`src/rtl/gjc_deser_if.sv`:
```
// rtl/gjc_deser_if.sv - serial input / parallel output bundle for gjc_deser
// master drives the serial side; slave is the deserialiser itself.
interface gjc_deser_if #(
   parameter int DATA_W = 8
);
   logic              enable;
   logic              data_i;
   logic [DATA_W-1:0] data_o;
   logic              valid_o;
   logic              locked_o;
   logic [7:0]        err_cnt_o;

   modport master (
      output enable, data_i,
      input  data_o, valid_o, locked_o, err_cnt_o
   );

   modport slave (
      input  enable, data_i,
      output data_o, valid_o, locked_o, err_cnt_o
   );
endinterface

```
`src/rtl/gjc_deser.sv`:
```
// rtl/gjc_deser.sv - GJC serial-to-parallel receiver with sync-word alignment
// Optional even-parity framing and error-driven loss of lock: GJC_DESER_PARITY_EN.
module gjc_deser #(
   parameter int                DATA_W   = 8,
   parameter logic [DATA_W-1:0] SYNC_PAT = 8'hA5,
   parameter int                IDLE_MAX = 16,
   parameter int                ERR_MAX  = 4
) (
   input  logic        clk_i,
   input  logic        reset_n,
   gjc_deser_if.slave  bus
);

`ifdef GJC_DESER_PARITY_EN
   localparam int FRAME_LEN = DATA_W + 1;
`else
   localparam int FRAME_LEN = DATA_W;
`endif
   localparam int CW = $clog2(DATA_W + 2);
   localparam int IW = $clog2(IDLE_MAX + 1);

   localparam logic [CW-1:0] HUNT_SAT   = CW'(DATA_W);
   localparam logic [CW-1:0] HUNT_READY = CW'(DATA_W - 1);
   localparam logic [CW-1:0] FRAME_LAST = CW'(FRAME_LEN - 1);
   localparam logic [IW-1:0] IDLE_LAST  = IW'(IDLE_MAX - 1);

   if (DATA_W < 2 || SYNC_PAT == '0 || IDLE_MAX < 1 || ERR_MAX < 1) begin : g_bad_param
      $error("gjc_deser: illegal parameter set");
   end

   typedef enum logic {HUNT = 1'b0, LOCKED = 1'b1} state_t;

   state_t            state;
   state_t            state_nxt;
   logic [DATA_W-1:0] sr;
   logic [DATA_W-1:0] shifted;
   logic [DATA_W-1:0] word;
   logic [CW-1:0]     bit_cnt;
   logic [IW-1:0]     idle_cnt;
   logic              sync_hit;
   logic              frame_end;
   logic              idle_hit;
   logic              frame_good;
   logic              err_hit;
   logic              emit;

   assign shifted   = {sr[DATA_W-2:0], bus.data_i};
   assign sync_hit  = (state == HUNT) && bus.enable && (bit_cnt >= HUNT_READY)
                      && (shifted == SYNC_PAT);
   assign frame_end = (state == LOCKED) && bus.enable && (bit_cnt == FRAME_LAST);
   assign idle_hit  = (state == LOCKED) && !bus.enable && (idle_cnt == IDLE_LAST);

`ifdef GJC_DESER_PARITY_EN
   localparam int EW = $clog2(ERR_MAX + 1);
   localparam logic [EW-1:0] ERR_LAST = EW'(ERR_MAX - 1);

   logic [EW-1:0] cons_err;
   logic [7:0]    err_cnt;

   // On the parity bit the data bits are still whole in sr, the parity bit is on data_i.
   assign word       = sr;
   assign frame_good = ~^{sr, bus.data_i};
   assign err_hit    = frame_end && !frame_good && (cons_err == ERR_LAST);

   always_ff @(posedge clk_i or negedge reset_n) begin
      if (!reset_n) begin
         cons_err <= '0;
         err_cnt  <= '0;
      end else if (sync_hit) begin
         cons_err <= '0;
      end else if (frame_end) begin
         if (frame_good) begin
            cons_err <= '0;
         end else begin
            cons_err <= err_hit ? '0 : cons_err + 1'b1;
            if (err_cnt != 8'hFF) begin
               err_cnt <= err_cnt + 8'd1;
            end
         end
      end
   end

   assign bus.err_cnt_o = err_cnt;
`else
   assign word          = shifted;
   assign frame_good    = 1'b1;
   assign err_hit       = 1'b0;
   assign bus.err_cnt_o = 8'h00;
`endif

   // State register
   always_ff @(posedge clk_i or negedge reset_n) begin
      if (!reset_n) begin
         state <= HUNT;
      end else begin
         state <= state_nxt;
      end
   end

   // Next-state logic
   always_comb begin
      state_nxt = state;
      case (state)
         HUNT:    if (sync_hit) state_nxt = LOCKED;
         LOCKED:  if (idle_hit || err_hit) state_nxt = HUNT;
         default: state_nxt = HUNT;
      endcase
   end

   // Output decode; a sync word inside a locked stream is only a keep-alive
   always_comb begin
      bus.locked_o = (state == LOCKED);
      emit         = frame_end && frame_good && (word != SYNC_PAT);
   end

   always_ff @(posedge clk_i or negedge reset_n) begin
      if (!reset_n) begin
         sr          <= '0;
         bit_cnt     <= '0;
         idle_cnt    <= '0;
         bus.data_o  <= '0;
         bus.valid_o <= 1'b0;
      end else begin
         bus.valid_o <= 1'b0;
         if (emit) begin
            bus.data_o  <= word;
            bus.valid_o <= 1'b1;
         end

         if (idle_hit) begin
            sr <= '0;
         end else if (bus.enable) begin
            sr <= shifted;
         end

         if (state == HUNT) begin
            if (sync_hit) begin
               bit_cnt <= '0;
            end else if (bus.enable && (bit_cnt != HUNT_SAT)) begin
               bit_cnt <= bit_cnt + 1'b1;
            end
         end else if (idle_hit || err_hit || frame_end) begin
            bit_cnt <= '0;
         end else if (bus.enable) begin
            bit_cnt <= bit_cnt + 1'b1;
         end

         if ((state == LOCKED) && !bus.enable && !idle_hit) begin
            idle_cnt <= idle_cnt + 1'b1;
         end else begin
            idle_cnt <= '0;
         end
      end
   end

endmodule
```
`src/flat_wrapper.sv`:
```
// flat-port wrapper written by rule: the top's interface ports become plain ports
module gjc_deser_flat 
#(
   parameter int                DATA_W   = 8,
   parameter logic [DATA_W-1:0] SYNC_PAT = 8'hA5,
   parameter int                IDLE_MAX = 16,
   parameter int                ERR_MAX  = 4
)
  (clk_i, reset_n, bus_enable, bus_data_i, bus_data_o, bus_valid_o, bus_locked_o, bus_err_cnt_o);
  gjc_deser_if #(.DATA_W(DATA_W)) bus_i ();
  input  logic clk_i;
  input  logic reset_n;
  input wire logic [$bits(bus_i.enable)-1:0] bus_enable;
  input wire logic [$bits(bus_i.data_i)-1:0] bus_data_i;
  output wire logic [$bits(bus_i.data_o)-1:0] bus_data_o;
  output wire logic [$bits(bus_i.valid_o)-1:0] bus_valid_o;
  output wire logic [$bits(bus_i.locked_o)-1:0] bus_locked_o;
  output wire logic [$bits(bus_i.err_cnt_o)-1:0] bus_err_cnt_o;
  assign bus_i.enable = bus_enable;
  assign bus_i.data_i = bus_data_i;
  assign bus_data_o = bus_i.data_o;
  assign bus_valid_o = bus_i.valid_o;
  assign bus_locked_o = bus_i.locked_o;
  assign bus_err_cnt_o = bus_i.err_cnt_o;
  gjc_deser #(.DATA_W(DATA_W), .SYNC_PAT(SYNC_PAT), .IDLE_MAX(IDLE_MAX), .ERR_MAX(ERR_MAX)) u_core (.clk_i(clk_i), .reset_n(reset_n), .bus(bus_i));
endmodule
```
`config.mk`:
```
export PLATFORM = sky130hd
export DESIGN_NAME = gjc_deser_flat
export DESIGN_NICKNAME = d
export VERILOG_FILES = /design/src/rtl/gjc_deser_if.sv /design/src/rtl/gjc_deser.sv /design/src/flat_wrapper.sv
export SDC_FILE = /design/constraint.sdc
export NUM_CORES = 1
export LEC_CHECK = 0
export CELL_PAD_IN_SITES_DETAIL_PLACEMENT = 1
export CELL_PAD_IN_SITES_GLOBAL_PLACEMENT = 2
export CORE_MARGIN = 4
export CORE_UTILIZATION = 30
export DETAILED_ROUTE_END_ITERATION = 8
export HOLD_SLACK_MARGIN = 0.05
export PLACE_DENSITY = 0.79
export SYNTH_ARGS = -nofsm -noshare
export SYNTH_HDL_FRONTEND = slang
export SYNTH_SLANG_ARGS = --single-unit
```
`constraint.sdc`:
```
create_clock -name clk_i -period 1.85 [get_ports clk_i]
set_input_delay 0.4625 -clock clk_i [delete_from_list [all_inputs] [get_ports clk_i]]
set_output_delay 0.4625 -clock clk_i [all_outputs]
set_load 0.01 [all_outputs]
```
After elaboration in Yosys (flattened, before gate mapping)
Index checks and enable logic that the tools add are counted.

word-level totals
  RAM bits = 0
  bits in read-only memories = 0
  output and inout port bits = 18
  register bits = 26
  latch bits = 0
  input port bits = 4
  memories kept = 0
  word-level logic and storage cells = 44

operators by class
  $lt $le $gt $ge = 1
  multipliers = 0
  equal/unequal tests = 6
  muxes and demuxes = 12
  div/mod/pow operators = 0
  shift operators = 0
  bitwise gates (word level) = 1
  reductions and logical operators = 16
  add/subtract/negate cells = 2

operators with widths
  kind                                                                    count
  4-bit 2-to-1 mux                                                        5
  7-bit 2-to-1 mux                                                        2
  1-bit logical AND                                                       10
  8-bit equality test (second input constant)                             1
  8-bit inequality test (second input constant)                           1
  5-bit by 1-bit adder with 5-bit output (second input constant)          1
  5-bit by 4-bit equality test with 1-bit output (second input constant)  1
  5-bit 2-to-1 mux                                                        1
  4-bit by 1-bit adder with 4-bit output (second input constant)          1
  4-bit by 3-bit equality test with 1-bit output (second input constant)  1
  4-bit by 3-bit >= comparator with 1-bit output (second input constant)  1
  4-bit inequality test (second input constant)                           1
  1-bit 2-to-1 mux                                                        3
  3-bit inequality test (second input constant)                           1
  3-bit nonzero test                                                      1
  1-bit zero test                                                         2
  1-bit case mux with 2 select lines                                      1
  2-bit AND reduction                                                     1
  2-bit nonzero test                                                      1
  1-bit logical OR                                                        1
  1-bit NOT                                                               1

Logic depth before layout (Yosys ltp)
  depth after elaboration = 6
  gate-level depth with buffers = 8
  depth with buffers taken out = 8

Least setup slack after synthesis
Ideal clock, no wire load.

  kind = flip-flop to flip-flop
  start point = register u_core.idle_cnt[0]
  end point = register u_core.bit_cnt[2]
  buffers on the path = 0
  path slack = 117 ps
  cell stages (with the launch flop) = 9
  data arrival time = 1668 ps
  clock period less this slack = 1733 ps
  cell sequence = dfrtp_1 ha_1 and3_1 ha_1 nand3b_1 o21a_1 o41ai_4 o21bai_1 a22o_1

between the ends
  cells in the longest elaborated chain, start to end = 5
  elaborated cells on any way between the ends = 7
  classes of those cells = 2 x eq/ne; 2 x mux; 3 x reduce/logical

ends and longest elaborated chain
  what                                                                               RTL line          RTL
  start: declaration                                                                 gjc_deser.sv:39   logic [IW-1:0] idle_cnt;
  start signal: assignment                                                           gjc_deser.sv:149  idle_cnt <= idle_cnt + 1'b1;
  5-bit by 4-bit equality test with 1-bit output *                                   gjc_deser.sv:51   assign idle_hit = (state == LOCKED) && !bus.enable && (idle_cnt == IDLE_LAST);
  1-bit logical AND *                                                                gjc_deser.sv:51
  1-bit logical OR *                                                                 gjc_deser.sv:142  end else if (idle_hit || err_hit || frame_end) begin
  3-bit inequality test (no source line) / 4-bit 2-to-1 mux (equally long branches)  n/a
  2-bit AND reduction (no source line) / 4-bit 2-to-1 mux (equally long branches)    n/a
  end signal: assignment                                                             gjc_deser.sv:140  bit_cnt <= bit_cnt + 1'b1;
  end signal: assignment                                                             gjc_deser.sv:145  bit_cnt <= bit_cnt + 1'b1;
  end: declaration                                                                   gjc_deser.sv:38   logic [CW-1:0] bit_cnt;

Every way passes the cells marked *; elsewhere a longest branch is shown, timed or not.
A chain may end at the register's enable or synchronous reset.

Final worst setup path
  start point = input port bus_data_i
  end point = register u_core.bit_cnt[2]

between the ends
  cells in the longest elaborated chain, start to end = 4
  elaborated cells on any way between the ends = 6
  classes of those cells = 1 x eq/ne; 2 x mux; 3 x reduce/logical

ends and longest elaborated chain
  what                                                                             RTL line            RTL
  start: declaration                                                               flat_wrapper.sv:14  input wire logic [$bits(bus_i.data_i)-1:0] bus_data_i;
  8-bit equality test *                                                            gjc_deser.sv:49     && (shifted == SYNC_PAT);
  1-bit logical AND *                                                              gjc_deser.sv:49
  3-bit nonzero test (no source line) / 4-bit 2-to-1 mux (equally long branches)   n/a
  2-bit AND reduction (no source line) / 4-bit 2-to-1 mux (equally long branches)  n/a

Marked as above.

==> results.py <==
metrics = {
    "clock_tree": {
        "clock_tree.buffer_depth": 2,
        "clkSinkCount": 26,
        "numCtsBuffers": 3,
        "tritoncts": "done",
        "cts-root-buf": "clkbuf_8",
        "clk_latency_ns": 0.27,
        "clkTransAtPathRegs_ns": 0.09,
        "htreeDepth": 1,
    },
    "synthesis": {
        "yosys_warnings": 0,
        "ys_ff_latch": 26,
        "synth_ff_type": "dfrtp_1",
        "synth.largest_area_cell": "dfrtp_1",
        "netlist.area_leader.share_pct": 52.00,
        "synth_cell_types": 31,
        "synth-adder-area-share_pct": 4.000,
        "avgSynthCellArea_um2": 11.17,
        "syn-cell-area_um2": 1251,
        "synth_mux_area_share_pct": 8.100,
        "synth_compound_area_share_pct": 10.80,
        "synth_top_family_by_area": "simple AND/OR/NAND/NOR gates",
        "ys_seq_area_share_pct": 52.00,
        "async_flop_share_pct": 100.0,
        "synth_simple_gate_area_share_pct": 14.70,
        "yosysMostFrequentCell": "dfrtp_1",
        "synth-edff-count": 0,
        "synthCells": 112,
        "synth-xor-area-share_pct": 1.400,
        "synthTopCellsByCount": "dfrtp_1 (26), nand2_1 (15), buf_4 (10)",
        "synthTopCellsByArea": "dfrtp_1 (52%), mux2_2 (8.1%), buf_4 (6.0%)",
    },
    "die": {
        "die_area_um2": 5268,
        "core_area_um2": 4029,
        "start_util_pct": 31.06,
        "rows": 23,
        "die-width_um": 72.58,
        "dieHeight_um": 72.58,
        "num_io_pins": 22,
    },
    "timing": {
        "fin_skew_ns": 0.003068,
        "finalCritPeriodShare_pct": 96.93,
        "slew_viol_final": 0,
        "min_period_ns": 1.793,
        "clock.fmax_mhz": 557.7,
        "fin_hold_ws_ns": 0.5117,
        "setup_viol": 0,
        "timing.final.hold_violations": 0,
        "grt_setup_unrepaired": "yes",
    },
    "global_routing": {
        "overflow": 0,
        "track_usage_pct": 11.41,
        "grt_pass1_vias": 955,
        "grt_first_pass_wirelength_um": 4595,
        "antenna_found_initial": 0,
        "grt_max_degree": 27,
    },
    "placement": {
        "dpl_cell_area_um2": 1470,
        "port_buffers": 13,
        "gp_congestion": 0.7400,
        "dp_hpwl_um": 1916,
    },
    "setup_path": {
        "path_max_fanout": 5,
        "critPathKind": "input port to register",
        "crit-reg2reg-launch": "u_core.idle_cnt[0]",
        "crit_required_ns": 2.01,
        "start_kind": "input port",
        "critPathLaunch": "bus_data_i",
        "crit_arrival_ns": 1.96,
        "worst_setup_path_end_kind": "register",
        "r2r_cells": 7,
    },
    "drt": {
        "vias": 862,
        "drc": 0,
        "routed_via_density": 4.537,
        "drtPass1Iterations": 3,
        "routed_wirelength_um": 2643,
        "wl_per_cell_um": 13.91,
        "drt_iter0_drc": 12,
        "final_antenna_net_count": 0,
    },
    "power_and_ir_drop": {
        "peakVddDrop_mv": 0.7366,
        "switching_power_uw": 383.8,
        "p_leak_nw": 0.7559,
        "switching_share_pct": 26.56,
        "powerDensity_nw_per_um2": 899.5,
        "p_int_mw": 1.061,
        "p_seq_share_pct": 48.5,
        "power_frac_clock_pct": 32.2,
        "combPwrFrac_pct": 19.3,
    },
    "layout": {
        "area_growth_pct": 28.40,
        "nets": 149,
        "drive_above_1_share_pct": 27.86,
        "antennaDiodeCount": 0,
        "fin_area_um2": 1607,
    },
    "hold_path": {
        "hold_start": "u_core.bus.data_o[6]",
        "hold_path.class": "register to register",
        "min_path_cells": 1,
    },
    "status": {
        "outcome": "completed",
    },
    "run": {
        "cap_violations": 0,
    },
}
==> metal layers <==
metal / GRT usage, % / up-vias / part of all wire [%]
li1: - / 419 / -
met1: 13.88 / 421 / 44
met2: 19.84 / 20 / 51
met3: 2.617 / 2 / 3.7
met4: 3.689 / 0 / 1.0
met5: 0 / - / 0
==> critical path, stage by stage <==
cell and delay [ns]:
clkdlybuf4s50_1 0.47, and4bb_1 0.21, nand2_2 0.10, a41o_1 0.31, o21bai_1 0.17, a22o_1 0.23
==> layout by cell type (no fill, tap or decap), types with 2 or more instances in the layout <==
| cell type | instances |
|---|---|
| conb_1 | 8 |
| mux2_2 | 8 |
| buf_4 | 16 |
| a21oi_1 | 2 |
| nand2_1 | 15 |
| nor2_1 | 6 |
| nor3_1 | 2 |
| inv_1 | 5 |
| nand3_1 | 2 |
| dfrtp_1 | 25 |
| clkbuf_8 | 3 |
| nand3b_1 | 2 |
| ha_1 | 2 |
| and4bb_1 | 2 |
| o21ai_0 | 8 |
| clkdlybuf4s50_1 | 12 |
==> metrics by stage <==
step / TNS (ns) / worst slack, ns / power [mW] / utilization (%) / std cells
6_report: 0 / 0.05689 / 1.445 / 39.88 / 190
5_1_grt: -0.006591 / -0.004714 / 1.543 / 39.88 / 190
4_1_cts: 0 / 0.01327 / 1.458 / 38.60 / 187
3_5_place_dp: -2.681 / -0.2572 / 0.9669 / 36.49 / 182
3_3_place_gp: -2.323 / -0.2196 / 0.9435 / 36.49 / 182
2_1_floorplan: 0 / 0.1168 / 0.8870 / - / 119
==> final cells by class <==
class,count,area [um2]
tap,50,62.56
inverter,5,18.77
clock buffer,3,41.29
timing repair buffer,29,249.0
fill,456,2422
multi-input combinational,76,553.0
clock inverter,1,30.03
sequential,26,651.9
==> power groups by stage <==
stage                     Combinational [mW]  Sequential [mW]  Clock (mW)
after floorplan                        0.196            0.691           0
after global placement                 0.236            0.708           0
after detailed placement               0.253            0.714           0
after CTS                              0.261            0.705       0.492
after global routing                   0.317            0.711       0.515
final                                  0.279            0.701       0.466
==> flip-flops by register name (all words and copies together), names as in the netlist <==
name,flops
u_core.bit_cnt,4
u_core.bus.data_o,8
u_core.bus.locked_o,1
u_core.bus.valid_o,1
u_core.idle_cnt,5
u_core.sr,7
==> cells by family (layout without fill, tap and decap cells) <==
kind of cell	count (synthesis)	after routing
AOI/OAI and AO/OA	18	18
xor gates and xnor gates	2	2
adders and majority gates	4	4
buffers and inverters	17	38
DFF	26	26
muxes	9	9
other	1	8
and+or+nand+nor	35	35
==> path summary, 6_finish.rpt <==
check / endpoint / slack, ns
max: u_core.bit_cnt[2] / 0.06
min: u_core.bus.data_o[6] / 0.51
max reg2reg: u_core.bit_cnt[2] / 0.11
min reg2reg: u_core.bus.data_o[6] / 0.51
max in group asynchronous: u_core.bus.locked_o / 1.03
min in group asynchronous: u_core.bus.data_o[4] / 0.56
==> what timing repair did <==
action	in CTS	in global routing
pin swaps	1	2
hold buffers	0	0
setup buffers	1	3
setup endpoints to repair	4	4
gates resized for setup	4	5
(Power assumes the default switching activity.)
